[config.mk]
export PLATFORM = sky130hd
export DESIGN_NAME = mcycle_sequencer
export DESIGN_NICKNAME = d
export VERILOG_FILES = /design/src/rtl/mcycle_sequencer.sv
export SDC_FILE = /design/constraint.sdc
export NUM_CORES = 1
export LEC_CHECK = 0
export CORE_ASPECT_RATIO = 1.75
export CORE_UTILIZATION = 30
export DETAILED_ROUTE_END_ITERATION = 16
export PLACE_DENSITY = 0.63
export SLEW_MARGIN = 20
export SYNTH_ARGS = -nofsm -noshare
export SYNTH_HDL_FRONTEND = slang
export SYNTH_SLANG_ARGS = --single-unit
[constraint.sdc]
create_clock -name CLK -period 8.7 [get_ports CLK]
set_clock_uncertainty 0.15 [all_clocks]
set_input_delay 2.175 -clock CLK [delete_from_list [all_inputs] [get_ports CLK]]
set_output_delay 2.175 -clock CLK [all_outputs]
set_load 0.05 [all_outputs]
[src/rtl/mcycle_sequencer.sv]
// Execute-stage sequencer for the multi-cycle mul/div unit: launches, stalls EX until the result returns, selects the RV32M word.
// Miss costs 2+N stall cycles (N = UnitStart..UnitDone); a one-entry result cache lets paired ops hit with zero stall.
module mcycle_sequencer #(
    parameter int WIDTH = 32
) (
    input  logic             CLK,
    input  logic             RESET,
    input  logic             MCycleStartE,
    input  logic [1:0]       MCycleOpE,
    input  logic [2:0]       Funct3E,
    input  logic             FlushE,
    input  logic [WIDTH-1:0] Operand1E,
    input  logic [WIDTH-1:0] Operand2E,
    output logic             UnitStart,
    output logic [1:0]       UnitOp,
    output logic [WIDTH-1:0] UnitOperand1,
    output logic [WIDTH-1:0] UnitOperand2,
    input  logic             UnitDone,
    input  logic [WIDTH-1:0] UnitResult1,
    input  logic [WIDTH-1:0] UnitResult2,
    output logic             StallMC,
    output logic [WIDTH-1:0] MCResultE
);

    typedef enum logic [2:0] {
        S_IDLE,
        S_LAUNCH,
        S_WAIT,
        S_DONE,
        S_DRAIN
    } state_t;

    state_t           state;
    state_t           state_nxt;

    logic             cache_vld;
    logic [1:0]       cache_op;
    logic [WIDTH-1:0] cache_opa;
    logic [WIDTH-1:0] cache_opb;
    logic [WIDTH-1:0] cache_res1;
    logic [WIDTH-1:0] cache_res2;

    logic             hit;
    logic             launch;
    logic             cache_wr;
    logic             stall;
    logic             start_pulse;
    logic             sel_hi;

    assign hit = cache_vld && (cache_op == MCycleOpE) &&
                 (cache_opa == Operand1E) && (cache_opb == Operand2E);

    always_comb begin
        state_nxt   = state;
        launch      = 1'b0;
        cache_wr    = 1'b0;
        stall       = 1'b0;
        start_pulse = 1'b0;
        case (state)
            S_IDLE: begin
                if (MCycleStartE && !hit && !FlushE) begin
                    launch    = 1'b1;
                    stall     = 1'b1;
                    state_nxt = S_LAUNCH;
                end
            end
            // The unit cannot be cancelled, so the pulse goes out even when flushed.
            S_LAUNCH: begin
                start_pulse = 1'b1;
                stall       = 1'b1;
                if (UnitDone) begin
                    cache_wr  = 1'b1;
                    state_nxt = FlushE ? S_IDLE : S_DONE;
                end else begin
                    state_nxt = FlushE ? S_DRAIN : S_WAIT;
                end
            end
            S_WAIT: begin
                stall = 1'b1;
                if (UnitDone) begin
                    cache_wr  = 1'b1;
                    state_nxt = FlushE ? S_IDLE : S_DONE;
                end else if (FlushE) begin
                    state_nxt = S_DRAIN;
                end
            end
            S_DONE: begin
                state_nxt = S_IDLE;
            end
            // Squashed op still in flight: only a new MCycle instruction has to wait for it.
            S_DRAIN: begin
                stall = MCycleStartE;
                if (UnitDone) begin
                    cache_wr  = 1'b1;
                    state_nxt = S_IDLE;
                end
            end
            default: begin
                state_nxt = S_IDLE;
            end
        endcase
    end

    always_ff @(posedge CLK or posedge RESET) begin
        if (RESET) begin
            state <= S_IDLE;
        end else begin
            state <= state_nxt;
        end
    end

    always_ff @(posedge CLK or posedge RESET) begin
        if (RESET) begin
            UnitOp       <= 2'b00;
            UnitOperand1 <= '0;
            UnitOperand2 <= '0;
        end else if (launch) begin
            UnitOp       <= MCycleOpE;
            UnitOperand1 <= Operand1E;
            UnitOperand2 <= Operand2E;
        end
    end

    // Key comes from the launched copy, since EX may hold a different instruction by now.
    always_ff @(posedge CLK or posedge RESET) begin
        if (RESET) begin
            cache_vld  <= 1'b0;
            cache_op   <= 2'b00;
            cache_opa  <= '0;
            cache_opb  <= '0;
            cache_res1 <= '0;
            cache_res2 <= '0;
        end else if (cache_wr) begin
            cache_vld  <= 1'b1;
            cache_op   <= UnitOp;
            cache_opa  <= UnitOperand1;
            cache_opb  <= UnitOperand2;
            cache_res1 <= UnitResult1;
            cache_res2 <= UnitResult2;
        end
    end

    always_comb begin
        if (!Funct3E[2]) begin
            sel_hi = (Funct3E[1:0] != 2'b00);
        end else begin
            sel_hi = Funct3E[1];
        end
        MCResultE = sel_hi ? cache_res2 : cache_res1;
    end

    assign UnitStart = start_pulse & ~RESET;
    assign StallMC   = stall & ~RESET;

endmodule
# After elaboration in Yosys (flattened, before gate mapping)
# Index checks and enable logic that the tools add are counted.
dict set report totals {
  register_bits 200
  input_bits 138
  output_inout_bits 100
  word_cells 50
}
dict set report op_classes {
  n_eq_ne 9
  n_mux 16
  n_bitwise 3
  reduce_logical 12
}
# op n
set op_table {}
lappend op_table {{$eq 32x32->1} 2}
lappend op_table {{$mux 32} 1}
lappend op_table {{$mux 3} 6}
lappend op_table {{$pmux 3 s4} 1}
lappend op_table {{$mux 1} 6}
lappend op_table {{$logic_and 1x1->1} 5}
lappend op_table {{$ne 2x2->1 const B} 2}
lappend op_table {{$eq 3x1->1 const B} 1}
lappend op_table {{$eq 3x2->1 const B} 1}
lappend op_table {{$eq 3x3->1 const B} 1}
lappend op_table {{$logic_not 3->1} 1}
lappend op_table {{$ne 3x3->1 const B} 1}
lappend op_table {{$pmux 1 s3} 1}
lappend op_table {{$reduce_and 3->1} 1}
lappend op_table {{$reduce_or 3->1} 1}
lappend op_table {{$and 1x1->1} 2}
lappend op_table {{$eq 2x2->1} 1}
lappend op_table {{$logic_not 1->1} 2}
lappend op_table {{$mux 2} 1}
lappend op_table {{$reduce_bool 2->1} 1}
lappend op_table {{$reduce_or 2->1} 1}
lappend op_table {{$not 1->1} 1}

# Depth between registers and ports, before layout
# Gate-level depths: netlist (run 1).
dict set report logic_depth {
  depth_word 10
  mapped_depth 8
}

# Worst setup path after synthesis (run 1)
# No wires, ideal clock.
dict set report synth_path {
  path_kind {input port to output port}
  startpoint {in RESET}
  endpoint {out UnitStart}
  arrival_ns 3.818
  t_required_ns 6.375
  setup_slack_ns 2.557
  path_stages 1
  cell_sequence {nor4b_1}
}
dict set report synth_via {
  elab_chain_len 2
}
# element line
set synth_lines {}
lappend synth_lines {{from (decl)} 7} ;# input logic RESET,
lappend synth_lines {{$not 1->1} 152} ;# assign UnitStart = start_pulse & ~RESET;
lappend synth_lines {{$and 1x1->1} 152}
lappend synth_lines {{to (decl)} 14} ;# output logic UnitStart,
# No other way between the ends.

# Final worst setup path (run 1)
dict set report layout_path {
  startpoint {in Operand2E[10]}
  endpoint {out StallMC}
}
dict set report layout_via {
  elab_chain_len 8
}
# element line
set layout_lines {}
lappend layout_lines {{from (decl)} 13} ;# input logic [WIDTH-1:0] Operand2E,
lappend layout_lines {{$eq 32x32->1} 51} ;# (cache_opa == Operand1E) && (cache_opb == Operand2E);
lappend layout_lines {{$logic_and 1x1->1} 51}
lappend layout_lines {{$logic_not 1->1} 61} ;# if (MCycleStartE && !hit && !FlushE) begin
lappend layout_lines {{$logic_and 1x1->1 (2 in series)} 61}
lappend layout_lines {{$mux 1} 61}
lappend layout_lines {{$pmux 1 s3} 59} ;# case (state)
lappend layout_lines {{$and 1x1->1} 153} ;# assign StallMC = stall & ~RESET;
lappend layout_lines {{to (decl)} 21} ;# output logic StallMC,
# No other way between the ends.

==> results of run 1 <==
[placed cells by master, fill, tap and decap left out, drive strengths merged, types with 5 or more instances in the layout]
cell	netlist	layout
clkdlybuf4s50	0	237
mux2	228	228
dfrtp	200	200
xnor2	60	60
clkbuf	6	17
nand4	15	15
inv	8	14
bufinv	0	5
o21ai	5	5
buf	21	5
[registers in the layout, summed over array words and instances (netlist names)]
register	cells
cache_res2	32
cache_opb	32
UnitOp	2
cache_res1	32
cache_op	2
cache_vld	1
state	3
UnitOperand1	32
cache_opa	32
UnitOperand2	32
[layer usage]
metal | global-route usage, % | vias up | wire length (um)
met2 | 25.67 | 154 | 11070
met5 | 0 | - | 0
met3 | 4.254 | 27 | 1194
li1 | - | 2503 | -
met4 | 7.119 | 0 | 550
met1 | 15.15 | 2693 | 7841
[power by group through the flow]
stage | registers (uW) | logic [uW] | clock network (uW)
6_report | 1720 | 2700 | 895
5_1_grt | 1790 | 2850 | 960
4_1_cts | 1730 | 2750 | 926
3_5_place_dp | 1740 | 2740 | 0
3_3_place_gp | 1720 | 2720 | 0
2_1_floorplan | 2210 | 1450 | 0
[cell families (layout without fill, tap and decap cells)]
| group | after synthesis | after routing |
|---|---|---|
| AO/OA/AOI/OAI | 13 | 13 |
| XOR/XNOR | 64 | 64 |
| buffers and inverters | 35 | 282 |
| flip-flops | 200 | 200 |
| multiplexers | 228 | 228 |
| AND/OR/NAND/NOR | 34 | 34 |
[how the worst max path moves through the flow]
stage	from	end	slack, ns	depth (start not counted)
4_1_cts	Operand2E[10]	StallMC	1.12	8
2_1_floorplan	RESET	UnitOp[0]	0.92	1
3_5_place_dp	Operand2E[10]	StallMC	1.13	8
6_report	Operand2E[10]	StallMC	1.32	8
5_1_grt	Operand1E[22]	StallMC	1.13	8
3_3_place_gp	Operand2E[10]	StallMC	1.13	8
[per-stage QoR]
stage | utilization (%) | worst slack [ns] | hold WS [ns] | area (sq um)
floorplan | - | 0.9210 | 0.2775 | 8712
global placement | 40.11 | 1.127 | 0.2939 | 11480
detailed placement | 40.11 | 1.130 | 0.3138 | 11480
CTS | 42.42 | 1.119 | 0.3359 | 12140
global route | 42.42 | 1.131 | 0.3628 | 12140
finish | 42.42 | 1.316 | 0.3261 | 12140
[cell type report]
cell class,instances,area (sq um)
clock buffers,17,425.4
clock inverters,15,235.2
fillers,2615,16480
inverters,8,37.54
multi-input cells,339,3543
flip-flops and latches,200,5005
well taps,378,473.0
repair buffers,242,2422
==> out/summary.txt, run 1 <==
Post-Synth Simple-Gate Area: 2.312%
Syn Area/Cell: 15.18 sq um
Synth cell types: 28
Switching Share: 40.12%
Post-synthesis mux area share: 30.72%
Via count: 5377
Top_reg_cell synth: dfrtp_1
Clock share of power: 16.9%
Number of synthesized flops with an enable pin: 0
Cells taking the most area after synthesis: dfrtp_1 (57%), mux2_2 (26%), xnor2_1 (6.0%), mux2_4 (5.0%), nand4_1 (1.1%)
P per Cell Area: 437.6 nW/um^2
GRT Total Usage: 14.39%
Synth Instances: 574
Synth Net Count: 712
Endpoint, Worst Hold: cache_vld
Synth Register Bits: 200
Clock Sinks: 200
Iteration-0 DRC Markers: 148
Die Ht: 227.4 um
Number of detailed-route iterations in the first pass: 4
P_leak: 0.004982 uW
Final Cycle Share: 84.87%
RSZ-0062 raised after global routing: no
Sequential power share: 32.4%
Min-Delay Path Class: reg -> reg
Chip Width: 130.8 um
WL/cell: 17.22 um
Antenna Cells: 0
Compound-Gate Fraction of Synth Area: 0.9910%
Post-synthesis sequential area ratio: 57.45%
Share of the synthesized area in the top cell type: 57.45%
CTS tree: yes
IO Port Bufs: 237
CP bufs+invs: 2
Fin cells: 1199
Crit-path max FO: 2
FP Rows: 82
First-pass GRT wire length: 31420 um
Placed insts: 1167
DR DRC count: 0
Initial core utilization: 30.44%
Top post-synthesis cells by count: dfrtp_1 (200), mux2_2 (199), xnor2_1 (60)
Grt total ovfl: 0
Synth-to-layout area growth: 39.36%
Status: finished clean
Max-cap violations: 0
Post-CTS Setup Bufs: 0
Hold_buf cts: 0
Layout cells sized above 1: 32.64%
# H-tree levels: 4
Syn. warnings: 0
CP Launch Type: input pin
Crit-path cells: clkdlybuf4s50_1 > xnor2_1 > nand4_1 > nor4_1 > nand3_1 > o21ai_0 > o21ai_0 > clkdlybuf4s50_1
Worst setup EP type: output port
Setup violations, final: 0
Mapped cell area: 8712 sq um
Root Buffer Master: clkbuf_16
Sw Pwr: 2132 uW
Pins Over Slew Limit: 0
Worst Reg-to-Reg Cells: 7
R2R Path End: UnitOperand1[6]
Clk_lat worst skew: 0.45 ns
Hold depth: 1
Post-Synth XOR/XNOR Area: 6.434%
Critical Path Max Stage Delay: 0.74 ns
IO Pins: 238
WS Path Type: in -> out
Initial antenna violation count: 0
Worst Max-Slew Pin Slew: 1.027 ns
Hpwl dp: 14580 um
Worst path top cell family by delay: buffers and inverters
Clock transition at path regs: 0.07 ns
Worst EP required: 6.38 ns
Num CTS Buffers: 17
Core box area: 28630 sq um
RR Startpoint: cache_opb[10]
Post-CTS sizing: 0
Die footprint: 29750 sq um
Clock Path Buffers: 2
Routability Congestion: 0.7352
Largest net degree at the start of global routing: 141
Yosys top cell by area: dfrtp_1
Crit path DAT: 5.06 ns
FMAX: 0.1354 GHz
Adder-cell share of the synthesized area: 0%
Post-synth ARST share: 100.0%
NumNets Final: 946
Drt total wl: 20650 um
Max VDD drop: 208.5 uV
TNS Setup: 0 ns
Relative slew slack: 31.51%
Hold Crit Start: cache_vld
DRT antenna net count: 0
Largest family of logic cells by synthesized area: multiplexers
Hold Vio Cnt, Final: 0
Most common cell in the netlist: dfrtp_1
P_int: 3182 uW
R2R setup slack: 5.27 ns
Combinational fraction of design power: 50.8%
Vias in the first global route: 5850
Slowest CP cell: clkdlybuf4s50_1
Via/cell ratio: 4.485
Final min period: 7.384 ns
Power, Total: 5313 uW
No activity file was read; power rests on OpenSTA's default activity.
==> inputs of run 2 (changes only) <==
--- a/config.mk
+++ b/config.mk
@@ -8,7 +8,7 @@
 export CORE_ASPECT_RATIO = 1.75
 export CORE_UTILIZATION = 30
 export DETAILED_ROUTE_END_ITERATION = 16
-export PLACE_DENSITY = 0.63
+export PLACE_DENSITY = 0.65
 export SLEW_MARGIN = 20
 export SYNTH_ARGS = -nofsm -noshare
 export SYNTH_HDL_FRONTEND = slang
==> constraint.sdc (replaced) <==
create_clock -name CLK -period 6.1 [get_ports CLK]
set_clock_uncertainty 0.15 [all_clocks]
set_input_delay 1.525 -clock CLK [delete_from_list [all_inputs] [get_ports CLK]]
set_output_delay 1.525 -clock CLK [all_outputs]
set_load 0.05 [all_outputs]
==> run 2 against run 1 <==
Effect of this change:
- utilization decreased by 0.083 points
- critical endpoint unchanged
- clock-buffer cell count increased by 3
- critical path depth unchanged
==> out/summary.txt, run 2 (synthesis results as in run 1) <==
Status: finished clean
Critical Path Max Stage Delay: 0.52 ns
Clk_lat worst skew: 0.45 ns
Worst EP required: 4.43 ns
Hpwl dp: 14820 um
Initial antenna violation count: 0
P_leak: 0.004976 uW
R2R setup slack: 3.04 ns
Clock transition at path regs: 0.07 ns
R2R Path End: UnitOperand1[24]
Crit-path cells: clkdlybuf4s50_1 > xnor2_1 > nand4_1 > nor4_1 > nand3_1 > o21ai_0 > o21ai_0 > buf_4
Final Cycle Share: 87.40%
Max-cap violations: 0
Fin cells: 1204
TNS Setup: 0 ns
Hold_buf cts: 0
Relative slew slack: 45.35%
Clock Sinks: 200
Hold Crit Start: cache_vld
Uppermost layer routed: met4
WL/cell: 17.22 um
Most frequent cells in the layout: clkdlybuf4s50_1 (236), dfrtp_1 (200), mux2_2 (199)
FMAX: 0.1876 GHz
Layout cells sized above 1: 33.17%
CTS tree: yes
Grt total ovfl: 0
CP Launch Type: input pin
Min-Delay Path Class: reg -> reg
Largest net degree at the start of global routing: 97
Routability Congestion: 0.7216
# H-tree levels: 4
Chip Width: 130.8 um
Post-CTS Setup Bufs: 0
Met3 wire length: 1205 um
Drt total wl: 20730 um
Hold Vio Cnt, Final: 0
DRT antenna net count: 0
Final min period: 5.331 ns
Crit-path max FO: 2
Number of detailed-route iterations in the first pass: 4
Root Buffer Master: clkbuf_16
Placed insts: 1171
Num CTS Buffers: 17
Clock Path Buffers: 2
Initial core utilization: 30.44%
GRT Total Usage: 14.41%
WL met2: 11210 um
Pins Over Slew Limit: 0
Iteration-0 DRC Markers: 189
IO Pins: 238
Worst Max-Slew Pin Slew: 0.8198 ns
IO Port Bufs: 237
DR DRC count: 0
Synth-to-layout area growth: 39.09%
Slowest CP cell: clkdlybuf4s50_1
Via/cell ratio: 4.536
P per Cell Area: 613.6 nW/um^2
Worst setup EP type: output port
First-pass GRT wire length: 31360 um
Core box area: 28630 sq um
Post-CTS sizing: 0
Worst Reg-to-Reg Cells: 7
RSZ-0062 raised after global routing: no
Power, Total: 7435 uW
RR Startpoint: cache_opa[10]
Setup violations, final: 0
Most common cell type on the critical path: o21ai_0
Hold depth: 1
Fin util: 42.33%
Crit path DAT: 3.66 ns
NumNets Final: 951
Die footprint: 29750 sq um
Max VDD drop: 295.3 uV
Hold WS: 0.3237 ns
WS Path Type: in -> out
Commonest non-fill, non-tap cell in the layout: clkdlybuf4s50_1
Die Ht: 227.4 um
Vias in the first global route: 5845
Antenna Cells: 0
Met1 Wirelength: 7682 um
FP Rows: 82
Endpoint, Worst Hold: cache_vld
Via count: 5461
run 2: worst max-delay path by stage:
stage | start | end | slack [ns] | cells past startpoint
floorplan | RESET | UnitStart | 1.26 | 1
global placement | Operand1E[10] | StallMC | 0.67 | 8
detailed placement | Operand2E[10] | StallMC | 0.65 | 8
CTS | Operand2E[10] | StallMC | 0.63 | 8
global route | Operand2E[10] | StallMC | 0.57 | 8
finish | Operand2E[10] | StallMC | 0.77 | 8
run 2: layout make-up:
type                       count  area (sq um)
multi-input combinational    339          3543
tap                          378         473.0
timing repair buffer         247          2482
inverter                       8         33.78
clock inverter                12         113.9
fill                        2613         16510
sequential                   200          5005
clock buffer                  20         466.7
run 2: worst max-delay path, delay by kind of cell:
kind / cells / cell delay, ns
compound gates: 2 / 0.32
simple gates: 3 / 0.95
xor+xnor: 1 / 0.13
buf+inv: 2 / 0.73
run 2: routing by layer:
layer  global-route usage (%)  vias up
met4                    8.120        0
met5                        0        -
met2                    26.20      165
met1                    14.76     2753
met3                    3.596       31
li1                         -     2512
run 2: metrics by stage:
stage	cell area, sq um	setup slack (ns)
3_5_place_dp	11520	0.6479
4_1_cts	12100	0.6340
3_3_place_gp	11520	0.6719
5_1_grt	12120	0.5655
2_1_floorplan	8716	1.257
6_report	12120	0.7686
run 2: where the power goes:
part / leakage, uW / internal [uW] / switching [uW]
registers: 0.00236 / 2020 / 432
clock network: 0.000288 / 601 / 522
logic: 0.00232 / 1780 / 2080
total: 0.00498 / 4400 / 3030
==> inputs of run 3 (changes only) <==
--- a/config.mk
+++ b/config.mk
@@ -5,6 +5,7 @@
 export SDC_FILE = /design/constraint.sdc
 export NUM_CORES = 1
 export LEC_CHECK = 0
+export ABC_AREA = 0
 export CORE_ASPECT_RATIO = 1.75
 export CORE_UTILIZATION = 30
 export DETAILED_ROUTE_END_ITERATION = 16
==> results of run 3 <==
No change in the layout: final DEF, timing and power equal those of run 2.
